### src/rtl/mac_seq_pkg.sv
// Shared types and widths for the dot-product sequencer and its mac datapath.
// Widths are fixed by the 8x8 multiplier and 16-bit accumulator.
package mac_seq_pkg;
   localparam int MAC_DW = 8;
   localparam int MAC_AW = 16;

   typedef enum logic [2:0] {
      IDLE,
      CLEAR,
      RUN,
      DRAIN,
      DONE
   } state_t;
endpackage

### src/rtl/mac.sv
// Purpose: 8x8 multiply-accumulate into a 16-bit wrapping accumulator with per-add carry flag.
// Latency: acc/of reflect a*b one cycle after it is presented; accumulates every cycle.
// Backpressure: none; the caller zeroes a/b on idle cycles.
module mac
   import mac_seq_pkg::*;
(
   input  logic              clk,
   input  logic              rst,
   input  logic [MAC_DW-1:0] a,
   input  logic [MAC_DW-1:0] b,
   output logic [MAC_AW-1:0] acc,
   output logic              of
);
   logic [MAC_AW-1:0] acc_q, acc_d;
   logic              of_q, of_d;
   logic [2*MAC_DW-1:0] prod;
   logic [MAC_AW:0]     sum;

   assign prod = a * b;
   assign sum  = {1'b0, acc_q} + {1'b0, prod};

   always_comb begin
      acc_d = sum[MAC_AW-1:0];
      of_d  = sum[MAC_AW];
   end

   // Synchronous reset: it is driven from controller state, not a reset tree.
   always_ff @(posedge clk) begin
      if (rst) begin
         acc_q <= '0;
         of_q  <= 1'b0;
      end else begin
         acc_q <= acc_d;
         of_q  <= of_d;
      end
   end

   assign acc = acc_q;
   assign of  = of_q;
endmodule

### src/rtl/mac_seq_ctrl.sv
// Purpose: sequences one dot-product job through mac and returns acc plus sticky overflow.
// Latency: start to first in_ready 2 cycles; last operand handshake to res_valid 2 cycles.
// Backpressure: in_ready only in RUN; result held in DONE until res_ready.
module mac_seq_ctrl
   import mac_seq_pkg::*;
#(
   parameter int LEN_W = 8,
   parameter int DW    = MAC_DW,
   parameter int AW    = MAC_AW
) (
   input  logic             clk,
   input  logic             rn,
   input  logic             start,
   input  logic [LEN_W-1:0] len,
   input  logic             in_valid,
   output logic             in_ready,
   input  logic [DW-1:0]    in_a,
   input  logic [DW-1:0]    in_b,
   output logic             res_valid,
   input  logic             res_ready,
   output logic [AW-1:0]    res_acc,
   output logic             res_of,
   output logic             busy
);
   state_t           state_q, state_d;
   logic [LEN_W-1:0] cnt_q, cnt_d;
   logic [LEN_W-1:0] len_q, len_d;
   logic             ovf_q, ovf_d;
   logic [AW-1:0]    res_acc_q, res_acc_d;
   logic             res_of_q, res_of_d;

   logic             hs;
   logic             mac_rst;
   logic [DW-1:0]    mac_a, mac_b;
   logic [AW-1:0]    mac_acc;
   logic             mac_of;

   assign in_ready  = (state_q == RUN);
   assign res_valid = (state_q == DONE);
   assign busy      = (state_q != IDLE);
   assign hs        = in_valid & in_ready;

   // Bubbles feed zeros so the free-running accumulator adds nothing.
   assign mac_a   = hs ? in_a : '0;
   assign mac_b   = hs ? in_b : '0;
   assign mac_rst = ~rn | (state_q == CLEAR);

   mac u_mac (
      .clk (clk),
      .rst (mac_rst),
      .a   (mac_a),
      .b   (mac_b),
      .acc (mac_acc),
      .of  (mac_of)
   );

   always_comb begin
      state_d   = state_q;
      cnt_d     = cnt_q;
      len_d     = len_q;
      ovf_d     = ovf_q;
      res_acc_d = res_acc_q;
      res_of_d  = res_of_q;
      case (state_q)
         IDLE: begin
            if (start) begin
               if (len != '0) begin
                  len_d   = len;
                  cnt_d   = '0;
                  ovf_d   = 1'b0;
                  state_d = CLEAR;
               end else begin
                  res_acc_d = '0;
                  res_of_d  = 1'b0;
                  state_d   = DONE;
               end
            end
         end
         CLEAR: state_d = RUN;
         RUN: begin
            // mac of lags its add by one cycle; DRAIN picks up the final one.
            ovf_d = ovf_q | mac_of;
            if (hs) begin
               cnt_d = cnt_q + LEN_W'(1);
               if (cnt_q == len_q - LEN_W'(1)) begin
                  state_d = DRAIN;
               end
            end
         end
         DRAIN: begin
            res_acc_d = mac_acc;
            res_of_d  = ovf_q | mac_of;
            state_d   = DONE;
         end
         DONE: begin
            if (res_ready) begin
               state_d = IDLE;
            end
         end
         default: state_d = IDLE;
      endcase
   end

   always_ff @(posedge clk or negedge rn) begin
      if (!rn) begin
         state_q   <= IDLE;
         cnt_q     <= '0;
         len_q     <= '0;
         ovf_q     <= 1'b0;
         res_acc_q <= '0;
         res_of_q  <= 1'b0;
      end else begin
         state_q   <= state_d;
         cnt_q     <= cnt_d;
         len_q     <= len_d;
         ovf_q     <= ovf_d;
         res_acc_q <= res_acc_d;
         res_of_q  <= res_of_d;
      end
   end

   assign res_acc = res_acc_q;
   assign res_of  = res_of_q;
endmodule

### config.mk
export PLATFORM = sky130hd
export DESIGN_NAME = mac_seq_ctrl
export DESIGN_NICKNAME = d
export VERILOG_FILES = /design/src/rtl/mac_seq_pkg.sv /design/src/rtl/mac.sv /design/src/rtl/mac_seq_ctrl.sv
export SDC_FILE = /design/constraint.sdc
export NUM_CORES = 1
export LEC_CHECK = 0
export ABC_AREA = 1
export BUFFER_PORTS_ARGS = -buffer_cell sky130_fd_sc_hd__buf_2
export CAP_MARGIN = 5
export CELL_PAD_IN_SITES_DETAIL_PLACEMENT = 1
export CELL_PAD_IN_SITES_GLOBAL_PLACEMENT = 2
export CORE_ASPECT_RATIO = 0.7
export CORE_MARGIN = 2
export CORE_UTILIZATION = 38
export DETAILED_ROUTE_END_ITERATION = 10
export PLACE_DENSITY = 0.92
export SYNTH_ARGS = -nofsm -noshare
export SYNTH_HDL_FRONTEND = slang
export SYNTH_SLANG_ARGS = --single-unit
export TNS_END_PERCENT = 30
### constraint.sdc
create_clock -name clk -period 9.1 [get_ports clk]
set_clock_uncertainty 0.2 [all_clocks]
set_input_delay 0.455 -clock clk [delete_from_list [all_inputs] [get_ports clk]]
set_output_delay 0.455 -clock clk [all_outputs]
set_load 0.01 [all_outputs]
After elaboration in Yosys (flattened, before gate mapping) --
Index checks and enable logic that the tools add are counted.
Storage, ports and cells: output and inout bits 20, bits in registers 54, input port bits 29
Operators by class: reductions and logical operators 10, bitwise gates (word level) 4, multipliers 1, mux-type cells 21, eq/ne operators 11, add/subtract/negate cells 3
Operator list (number):
- 8-bit 2-to-1 mux | 5
- 16-bit 2-to-1 mux | 2
- 16-bit one-hot mux with 2 select lines | 1
- 16-bit by 16-bit adder with 17-bit output | 1
- 8-bit by 8-bit multiplier with 16-bit output | 1
- 8-bit one-hot mux with 2 select lines | 1
- 3-bit 2-to-1 mux | 5
- 3-bit one-hot mux with 5 select lines | 1
- 3-bit AND reduction | 3
- 8-bit by 1-bit adder with 8-bit output, second input constant | 1
- 8-bit == test | 1
- 4-bit AND reduction | 2
- 8-bit nonzero test | 1
- 8-bit by 1-bit subtractor with 8-bit output, second input constant | 1
- 3-bit by 2-bit == test with 1-bit output, second input constant | 2
- 2-bit by 1-bit != test with 1-bit output, second input constant | 3
- 2-bit != test, second input constant | 3
- 1-bit 2-to-1 mux | 4
- 1-bit one-hot mux with 2 select lines | 2
- 2-bit nonzero test | 2
- 3-bit by 1-bit == test with 1-bit output, second input constant | 1
- 3-bit == test, second input constant | 1
- 3-bit logical NOT | 1
- 3-bit nonzero test | 1
- other kinds (3) | 4

Longest topological paths before layout --
Gate-level depths: netlist (run 1).
word-level depth 5, gate-level depth with buffers 27, depth with buffers taken out 26

Modules after synthesis --
Synthesis (run 1) repeated with hierarchy kept, for this count alone.
Unflattened totals: cell total of the unflattened synthesis 752, area, all modules 5316.3 um^2
Modules (own cells, without submodules):
- mac | sequential area each 340.3 um^2, area each 3249.4 um^2, times used 1, cells an instance 463
- mac_seq_ctrl | sequential area each 925.9 um^2, area each 2067.0 um^2, times used 1, cells an instance 289

Least setup slack after synthesis (run 1) --
No wires, ideal clock.
path kind register to register, start point register state_q[0], end point register u_mac.of_q (netlist: u_mac.of), path slack 4.273 ns, clock period less this slack 4.827 ns, cell stages (with the launch flop) 26, arrival time 4.512 ns, cell sequence dfrtp_1 -> buf_4 -> inv_1 -> nand2_4 -> inv_4 -> nand2_4 -> inv_2 -> nand2_1 -> inv_1 -> nand2_1 -> fa_1 -> inv_1 -> fa_1 -> fa_1 -> inv_1 -> fa_1 -> inv_1 -> ha_1 -> a21oi_1 -> nor2_1 -> nor2_1 -> nor2_1 -> nor3_1 -> nand3_1 -> nand2_1 -> nor2_1
On the way: longest elaborated chain between the ends 5, elaborated cells between the ends (all ways) 8
Ends and longest elaborated chain:
- from (decl) | RTL line mac_seq_ctrl.sv:25 | state_t state_q, state_d;
- from (signal assigned) | RTL line mac_seq_ctrl.sv:113 | state_q <= state_d;
- 3-bit by 2-bit == test with 1-bit output * | RTL line mac_seq_ctrl.sv:38 | assign in_ready = (state_q == RUN);
- named net in_ready | RTL line mac_seq_ctrl.sv:16 | output logic in_ready,
- 1-bit bitwise AND * | RTL line mac_seq_ctrl.sv:41 | assign hs = in_valid & in_ready;
- 8-bit 2-to-1 mux, on equally long branches | RTL line mac_seq_ctrl.sv:44, mac_seq_ctrl.sv:45
- 8-bit by 8-bit multiplier with 16-bit output * | RTL line mac.sv:19 | assign prod = a * b;
- 16-bit by 16-bit adder with 17-bit output * | RTL line mac.sv:20 | assign sum = {1'b0, acc_q} + {1'b0, prod};
- to (signal assigned) | RTL line mac.sv:31 | of_q <= 1'b0;
- to (signal assigned) | RTL line mac.sv:34 | of_q <= of_d;
- to (decl) | RTL line mac.sv:15 | logic of_q, of_d;
The timed path passes the listed nets; every way through them passes the cells marked *. A chain may end at the register's enable or synchronous reset.

Worst setup path in the final report (run 1) --
start point register state_q[1], end point register u_mac.acc_q[12] (netlist: u_mac.acc[12])
On the way: longest elaborated chain between the ends 5, elaborated cells between the ends (all ways) 8
Ends and longest elaborated chain:
- 3-bit by 2-bit == test with 1-bit output | RTL line mac_seq_ctrl.sv:38
- 1-bit bitwise AND | RTL line mac_seq_ctrl.sv:41
- 8-bit 2-to-1 mux, on equally long branches | RTL line mac_seq_ctrl.sv:44, mac_seq_ctrl.sv:45
- 8-bit by 8-bit multiplier with 16-bit output | RTL line mac.sv:19
- 16-bit by 16-bit adder with 17-bit output | RTL line mac.sv:20
- to (signal assigned) | RTL line mac.sv:30 | acc_q <= '0;
- to (signal assigned) | RTL line mac.sv:33 | acc_q <= acc_d;
- to (decl) | RTL line mac.sv:14 | logic [MAC_AW-1:0] acc_q, acc_d;
Parallel ways exist; a longest one is shown, timed or not.

==> results of run 1 <==
layer usage:
metal,up-vias,track usage (%)
met2,78,32.2
met3,8,4.53
met4,0,2.69
met1,2060,33.8
met5,-,0
li1,2050,-
sequential cells by signal, indices dropped and copies added, names as in the netlist:
signal / cells
cnt_q: 8
len_q: 8
ovf_q: 1
res_acc: 16
res_of: 1
state_q: 3
u_mac.acc: 16
u_mac.of: 1
kinds of logic after synthesis:
group,Yosys count
XOR/XNOR,7
AND/OR/NAND/NOR,264
adder cells (fa/ha/maj),89
flip-flops,54
buffers and inverters,168
AO/OA/AOI/OAI,69
power groups by stage:
stage / Combinational, uW / Sequential, uW / Clock, uW
after floorplan: 541 / 395 / 0
after detailed placement: 764 / 409 / 0
after global placement: 734 / 404 / 0
after CTS: 771 / 404 / 215
final: 761 / 404 / 211
after global routing: 886 / 417 / 225
placed cells by master, fill, tap and decap left out:
| cell | netlist | layout |
|---|---|---|
| a21o_1 | 2 | 2 |
| nand3_1 | 27 | 27 |
| nand4_2 | 1 | 1 |
| nand4_1 | 2 | 2 |
| nor2_2 | 3 | 3 |
| o21ai_1 | 3 | 3 |
| o31ai_1 | 1 | 1 |
| nand3b_1 | 3 | 3 |
| dfrtp_1 | 37 | 37 |
| a31oi_1 | 2 | 2 |
| o21a_1 | 1 | 1 |
| inv_8 | 0 | 1 |
| o21ai_0 | 34 | 34 |
| nand2_4 | 2 | 2 |
| nor3_1 | 7 | 7 |
| inv_2 | 6 | 6 |
| inv_1 | 152 | 152 |
| nand2_1 | 131 | 131 |
| fa_1 | 51 | 51 |
| xor2_1 | 4 | 4 |
| buf_2 | 3 | 48 |
| nor2_1 | 82 | 82 |
| inv_4 | 1 | 1 |
| buf_4 | 1 | 1 |
| ha_1 | 38 | 38 |
| nand2_2 | 2 | 2 |
| xnor2_1 | 3 | 3 |
| clkbuf_16 | 0 | 5 |
| a21oi_1 | 26 | 26 |
| nor3_4 | 2 | 2 |
| dfxtp_1 | 17 | 17 |
| nor2_4 | 2 | 2 |
| clkinv_4 | 0 | 2 |
worst register-to-register path, delay by kind of cell, from the launching register on:
family | cells | cell delay [ns]
AOI/OAI and AO/OA | 2 | 0.50
adders and majority gates | 5 | 2.42
buffers and inverters | 8 | 0.70
DFF | 1 | 0.44
and+or+nand+nor | 10 | 1.22
final cells by class:
type / count / area share [%]
sequential: 54 / 23.0
clock inverter: 3 / 0.522
tap: 162 / 3.68
timing repair buffer: 49 / 4.49
inverter: 159 / 10.9
clock buffer: 5 / 2.27
multi-input combinational: 429 / 55.2
worst max-delay path by stage:
| stage | end | slack, ns | depth (start not counted) |
|---|---|---|---|
| after floorplan | u_mac.of$_SDFF_PP0_ | 4.27 | 25 |
| after global placement | u_mac.acc[10]$_SDFF_PP0_ | 3.75 | 22 |
| after detailed placement | u_mac.acc[12]$_SDFF_PP0_ | 3.55 | 25 |
| after CTS | u_mac.acc[12]$_SDFF_PP0_ | 3.51 | 25 |
| after global routing | u_mac.acc[12]$_SDFF_PP0_ | 3.09 | 25 |
| final | u_mac.acc[12]$_SDFF_PP0_ | 3.52 | 25 |
through the flow:
step | setup slack [ns] | utilization (%)
3_3_place_gp | 3.75 | 42.5
3_5_place_dp | 3.55 | 42.5
2_1_floorplan | 4.27 | -
4_1_cts | 3.51 | 43.8
6_report | 3.52 | 43.8
5_1_grt | 3.09 | 43.8
==> flow_summary_export.csv, run 1 <==
group,metric,value,unit
global_route,antenna_found_initial,0,
routing,wirelength,14.3,mm
min_path,hold_path.class,"input pin to async pin",
synth,synthAdderAreaFrac,30.1,%
layout,n_fill_cell,1599,
synth,synth_top_cell_area_share,20.6,%
routing,wl_met2,5.96,mm
power,power.share.switching,49.9,%
power,ir_drop,0.000120,V
clocking,htreeDepth,2,
setup_path,worstPathRequired,9.10,ns
synth,synth_top_family_by_area,"adder cells",
layout,multiInputGateArea,0.00304,mm^2
sta,worst_pin_slew,0.519,ns
synth,yosys_warnings,0,
layout,areaGrowthSynthToFinish,11.0,%
layout,final_area,0.00551,mm^2
routing,routed-wl-met3,706,um
sta,slew_headroom,65.4,%
power,pwr-share-seq,29.4,%
routing,highest_layer,"met4",
clocking,clk_latency,0.30,ns
sta,whs,-0.00384,ns
setup_path,r2r_slack,3.52,ns
synth,synth_flop_cell,"dfrtp_1",
floorplan,fp-row-count,34,
power,power.switching,687,uW
clocking,holdBufCountCts,0,
synth,yosys.cell_count.top_type,"inv_1",
floorplan,die_h,99.6,um
synth,synth-seq-area-share,25.5,%
synth,async_flop_share,68.5,%
setup_path,crit_fanout,17,
clocking,post_cts_resized,0,
power,pwr-share-clk,15.3,%
synth,syn_area_per_cell,7.62,um^2
setup_path,regToRegEndpoint,"u_mac.acc[12]$_SDFF_PP0_",
power,p_comb_share,55.3,%
layout,fin_nets,816,
sta,setup_viol,0,
global_route,grt_use_total,21.8,%
routing,num_vias,4196,
setup_path,critPathTopFamily,"adder cells",
power,p_int,689,uW
routing,drtPass1Iterations,4,
floorplan,num_io_pins,49,
synth,syn_nets,769,
global_route,grt_first_pass_wirelength,23.8,mm
global_route,grt_start_max_net_pins,39,
synth,synthCells,651,
synth,synth-compound-area-share,7.21,%
setup_path,startpoint_type,"register",
sta,setup-tns-final,0,ns
outcome,status,"finished, violations left",
routing,initialDrtViolationCount,215,
clocking,cts_sinks,54,
sta,final.min_clock_period,5.58,ns
sta,hold_viol,1,
place,gp_congestion,0.919,
routing,m1WireLength,7.56,mm
layout,ff_latch_area,0.00127,mm^2
routing,wl_per_cell,16.6,um
place,dpl_cell_area,0.00536,mm^2
setup_path,r2r-start,"state_q[1]$_DFFE_PN0P_",
global_route,grt_pass1_vias,4516,
setup_path,cp_slowest_cell,"fa_1",
synth,muxShareOfSynthArea,0,%
place,portBuffers,48,
floorplan,core_area,0.0126,mm^2
synth,synth.top_cells.by_count,"inv_1 (152), nand2_1 (131), nor2_1 (82), fa_1 (51), ha_1 (38)",
routing,route.detailed.drc,0,
clocking,path_clk_slew,0.08,ns
clocking,clk_path_buf_depth,2,
setup_path,crit_buf_inv,8,
job,cap_violations,0,
floorplan,die_area,0.0140,mm^2
routing,ant_nets,0,
floorplan,die_x,141,um
setup_path,critPathMaxStageDelay,0.53,ns
synth,yosysTopAreaCell,"fa_1",
place,place_inst,853,
floorplan,initial_core_util,39.4,%
synth,ys_seq_elements,54,
global_route,grt_overflow,0,
sta,max_freq,179,MHz
power,power_density,250,mW/mm^2
place,dp_hpwl,12.1,mm
setup_path,crit_path_end_kind,"register",
setup_path,cp-startpoint,"state_q[1]$_DFFE_PN0P_",
synth,ys_types,32,
clocking,postCtsSetupRepairBufs,0,
power,leakage,0.00307,uW
sta,rsz0062_at_grt,"no",
sta,slew_violations,0,
setup_path,reg2reg_depth,25,
sta,finalCritPeriodShare,61.4,%
clocking,cts-buffers-inserted,5,
power,power,1380,uW
layout,fin_cells,861,
synth,synth.area.top_cells,"fa_1 (21%), dfrtp_1 (19%), inv_1 (11%), nand2_1 (9.9%), ha_1 (9.6%)",
synth,synth_xor_area_share,1.24,%
setup_path,arrival,5.59,ns
setup_path,crit_type,"register to register",
outcome,violations,"hold timing",
layout,diodes,0,
synth,synth_simple_gate_area_share,22.7,%
layout,drive_gt1_share,10.9,%
clocking,cts_tree,"yes",
clocking,clock-root-buffer,"clkbuf_16",
synth,synth_area,0.00496,mm^2
routing,vias_per_cell,4.87,
synth,synth_edf_count,0,
Power figures use the tool's default switching activity.
==> inputs of run 2 (changes only) <==
Settings changed: ABC_AREA 1 to 0, PLACE_DENSITY 0.92 to 0.87.
Clock period 9.1 ns to 5.6 ns, I/O delays scaled along.
==> run 2 against run 1 <==
Compared with the run above: synthesized cell count down 21%; sequential cell count unchanged; the run now ends clean; die area down 1.4%; critical endpoint is now u_mac.acc[15]$_SDFF_PP0_; via count down 7.5%; clock power up 49%; fmax up 3.9%.
==> flow_summary_export.csv, run 2 <==
group,metric,value,unit
layout,fin_cells,721,
setup_path,regToRegEndpoint,"u_mac.acc[15]$_SDFF_PP0_",
routing,route.detailed.drc,0,
sta,finalCritPeriodShare,96.0,%
power,power_density,377,mW/mm^2
clocking,cts-buffers-inserted,5,
setup_path,cp.depth,16,
synth,ys_seq_elements,54,
floorplan,core_area,0.0125,mm^2
setup_path,critPathTopFamily,"adder cells",
place,gp_congestion,0.846,
setup_path,critPathMaxStageDelay,0.58,ns
synth,yosys.cell_count.top_type,"inv_1",
synth,synth_edf_count,0,
layout,fin_nets,676,
synth,synth-seq-area-share,25.9,%
setup_path,worstPathRequired,5.57,ns
setup_path,cp-startpoint,"state_q[0]$_DFFE_PN0P_",
synth,synth_area,0.00489,mm^2
job,cap_violations,0,
floorplan,die_area,0.0138,mm^2
floorplan,num_io_pins,49,
setup_path,path_cells,"nor4bb_4, buf_12, nand3_1, fa_1, inv_1, fa_1, inv_1, fa_1, inv_1, fa_1, ha_1, or4_1, o221a_4, nand3b_4, a2111oi_1, or3_1",
floorplan,initial_core_util,39.1,%
sta,slew_violations,0,
setup_path,arrival,5.35,ns
power,ir_drop,0.000197,V
routing,drtPass1Iterations,4,
place,place_inst,710,
synth,synth_top_cell_area_share,20.9,%
setup_path,startpoint_type,"register",
layout,areaGrowthSynthToFinish,12.5,%
routing,ant_nets,0,
setup_path,setup.worst_path.end,"u_mac.acc[15]$_SDFF_PP0_",
sta,final.min_clock_period,5.38,ns
setup_path,crit_buf_inv,4,
routing,vias_per_cell,5.38,
synth,syn_area_per_cell,9.50,um^2
floorplan,fp-row-count,34,
outcome,status,"finished, final reports clean",
sta,setup_viol,0,
clocking,htreeDepth,2,
layout,diodes,0,
global_route,grt_start_max_net_pins,49,
routing,wl_per_cell,17.6,um
min_path,hold_path.class,"input pin to register",
sta,hold_viol,0,
place,pre_cts_ws,0.121,ns
synth,synth.area.top_cells,"fa_1 (21%), dfrtp_1 (19%), ha_1 (9.7%), inv_1 (7.4%), dfxtp_1 (7.0%)",
setup_path,cp_slowest_cell,"or4_1",
setup_path,crit_type,"register to register",
layout,drive_gt1_share,14.8,%
routing,num_vias,3881,
routing,wirelength,12.7,mm
synth,synthCells,515,
synth,syn_nets,633,
synth,yosys_warnings,0,
clocking,cts_tree,"yes",
global_route,antenna_found_initial,0,
synth,synth_flop_cell,"dfrtp_1",
setup_path,crit_fanout,48,
sta,worst_pin_slew,0.925,ns
clocking,path_clk_slew,0.07,ns
sta,worst_slack,0.224,ns
place,dp_hpwl,10.1,mm
routing,initialDrtViolationCount,198,
setup_path,crit_path_end_kind,"register",
sta,slew_headroom,38.4,%
clocking,clk_latency,0.29,ns
floorplan,die_x,140,um
global_route,grt_pass1_vias,4016,
setup_path,r2r-start,"state_q[0]$_DFFE_PN0P_",
global_route,grt_use_total,18.9,%
clocking,cts_sinks,54,
synth,ys_types,58,
setup_path,r2r_slack,0.22,ns
clocking,clk_path_buf_depth,2,
place,portBuffers,48,
setup_path,reg2reg_depth,16,
setup_path,path_common_cell,"fa_1",
power,leakage,0.00298,uW
global_route,grt_first_pass_wirelength,20.9,mm
floorplan,die_h,98.9,um
synth,synth.top_cells.by_count,"inv_1 (97), fa_1 (51), ha_1 (38), dfrtp_1 (37), and3_1 (35)",
clocking,clock-root-buffer,"clkbuf_16",
sta,whs,0.0175,ns
synth,yosysTopAreaCell,"fa_1",
global_route,grt_overflow,0,
layout,layout_common_cells,"inv_1 (97), fa_1 (51), buf_2 (48)",
sta,max_freq,186,MHz
synth,async_flop_share,68.5,%
layout,final_common_cell,"inv_1",
run 2: changes by cell type in the layout (fill, tap and decap cells not counted), sizes merged, moves of 4 or more:
cell and change:
nor2b +4, o21ai -25, nor2 -64, and3 +35, mux2 +7, a22o +16, nand2b +9, a21o +5
a21oi -16, inv -63, xor2 +7, and2 +6, a211oi +4, nand2 -110
run 2: cells by family after synthesis:
family,Yosys count,synth area share (%)
AO/OA/AOI/OAI,74,11.7
AND/OR/NAND/NOR,156,17.5
adder cells (fa/ha/maj),89,30.6
flip-flops,54,25.9
buffers and inverters,115,9.03
multiplexers,10,2.23
XOR/XNOR,17,3.04
run 2: worst min path at each step:
stage,startpoint,to,cells after the start
global route,len[4],len_q[4]$_DFFE_PN0P_,2
detailed placement,rn,res_acc[10]$_DFFE_PN0P_,1
global placement,rn,res_of$_DFFE_PN0P_,1
finish,len[1],len_q[1]$_DFFE_PN0P_,3
CTS,len[1],len_q[1]$_DFFE_PN0P_,3
floorplan,rn,cnt_q[0]$_DFFE_PN0P_,0
run 2: report_power, final:
| part | internal (uW) | switching, uW | leakage, uW |
|---|---|---|---|
| clock | 178 | 137 | 0.0000739 |
| combinational | 468 | 654 | 0.00228 |
| sequential | 510 | 126 | 0.000629 |
| total | 1160 | 917 | 0.00298 |
run 2: cell type report:
class                           count  area [um^2]
Fill cell                        1455         7010
Timing Repair Buffer               54          303
Multi-Input combinational cell    346         3220
Clock buffer                        7          143
Sequential cell                    54         1270
Inverter                           97          364
Clock inverter                      1         5.00
Tap cell                          162          203
run 2: stage by stage:
step | utilization [%] | setup TNS, ns | total power, uW | area (um^2)
2_1_floorplan | - | 0 | 1420 | 4890
3_3_place_gp | 42.4 | 0 | 1710 | 5310
3_5_place_dp | 42.4 | 0 | 1760 | 5310
4_1_cts | 43.8 | 0 | 2090 | 5470
5_1_grt | 44.0 | -0.0309 | 2270 | 5500
6_report | 44.0 | 0 | 2070 | 5500
run 2: worst register-to-register path, stage by stage (launching register included):
cell,delay [ns]
dfrtp_1,0.47
nor4bb_4,0.38
buf_12,0.25
nand3_1,0.16
fa_1,0.54
inv_1,0.05
fa_1,0.52
inv_1,0.05
fa_1,0.53
inv_1,0.06
fa_1,0.42
ha_1,0.37
or4_1,0.58
o221a_4,0.16
nand3b_4,0.08
a2111oi_1,0.06
or3_1,0.37
run 2: repair_timing:
| item | CTS | global route |
|---|---|---|
| hold buffers | 2 | 0 |
| hold endpoints to repair | 38 | 0 |
| endpoints found under the setup margin | 0 | 7 |
| resized for setup | 0 | 4 |
| buffers inserted | 0 | 1 |
run 2: routing by layer:
metal	up-vias	part of all wire (%)	GRT usage, %
li1	1802	-	-
met1	2013	49	28.2
met2	59	47	29.7
met3	7	3.5	3.06
met4	0	0.86	3.00
met5	-	0	0
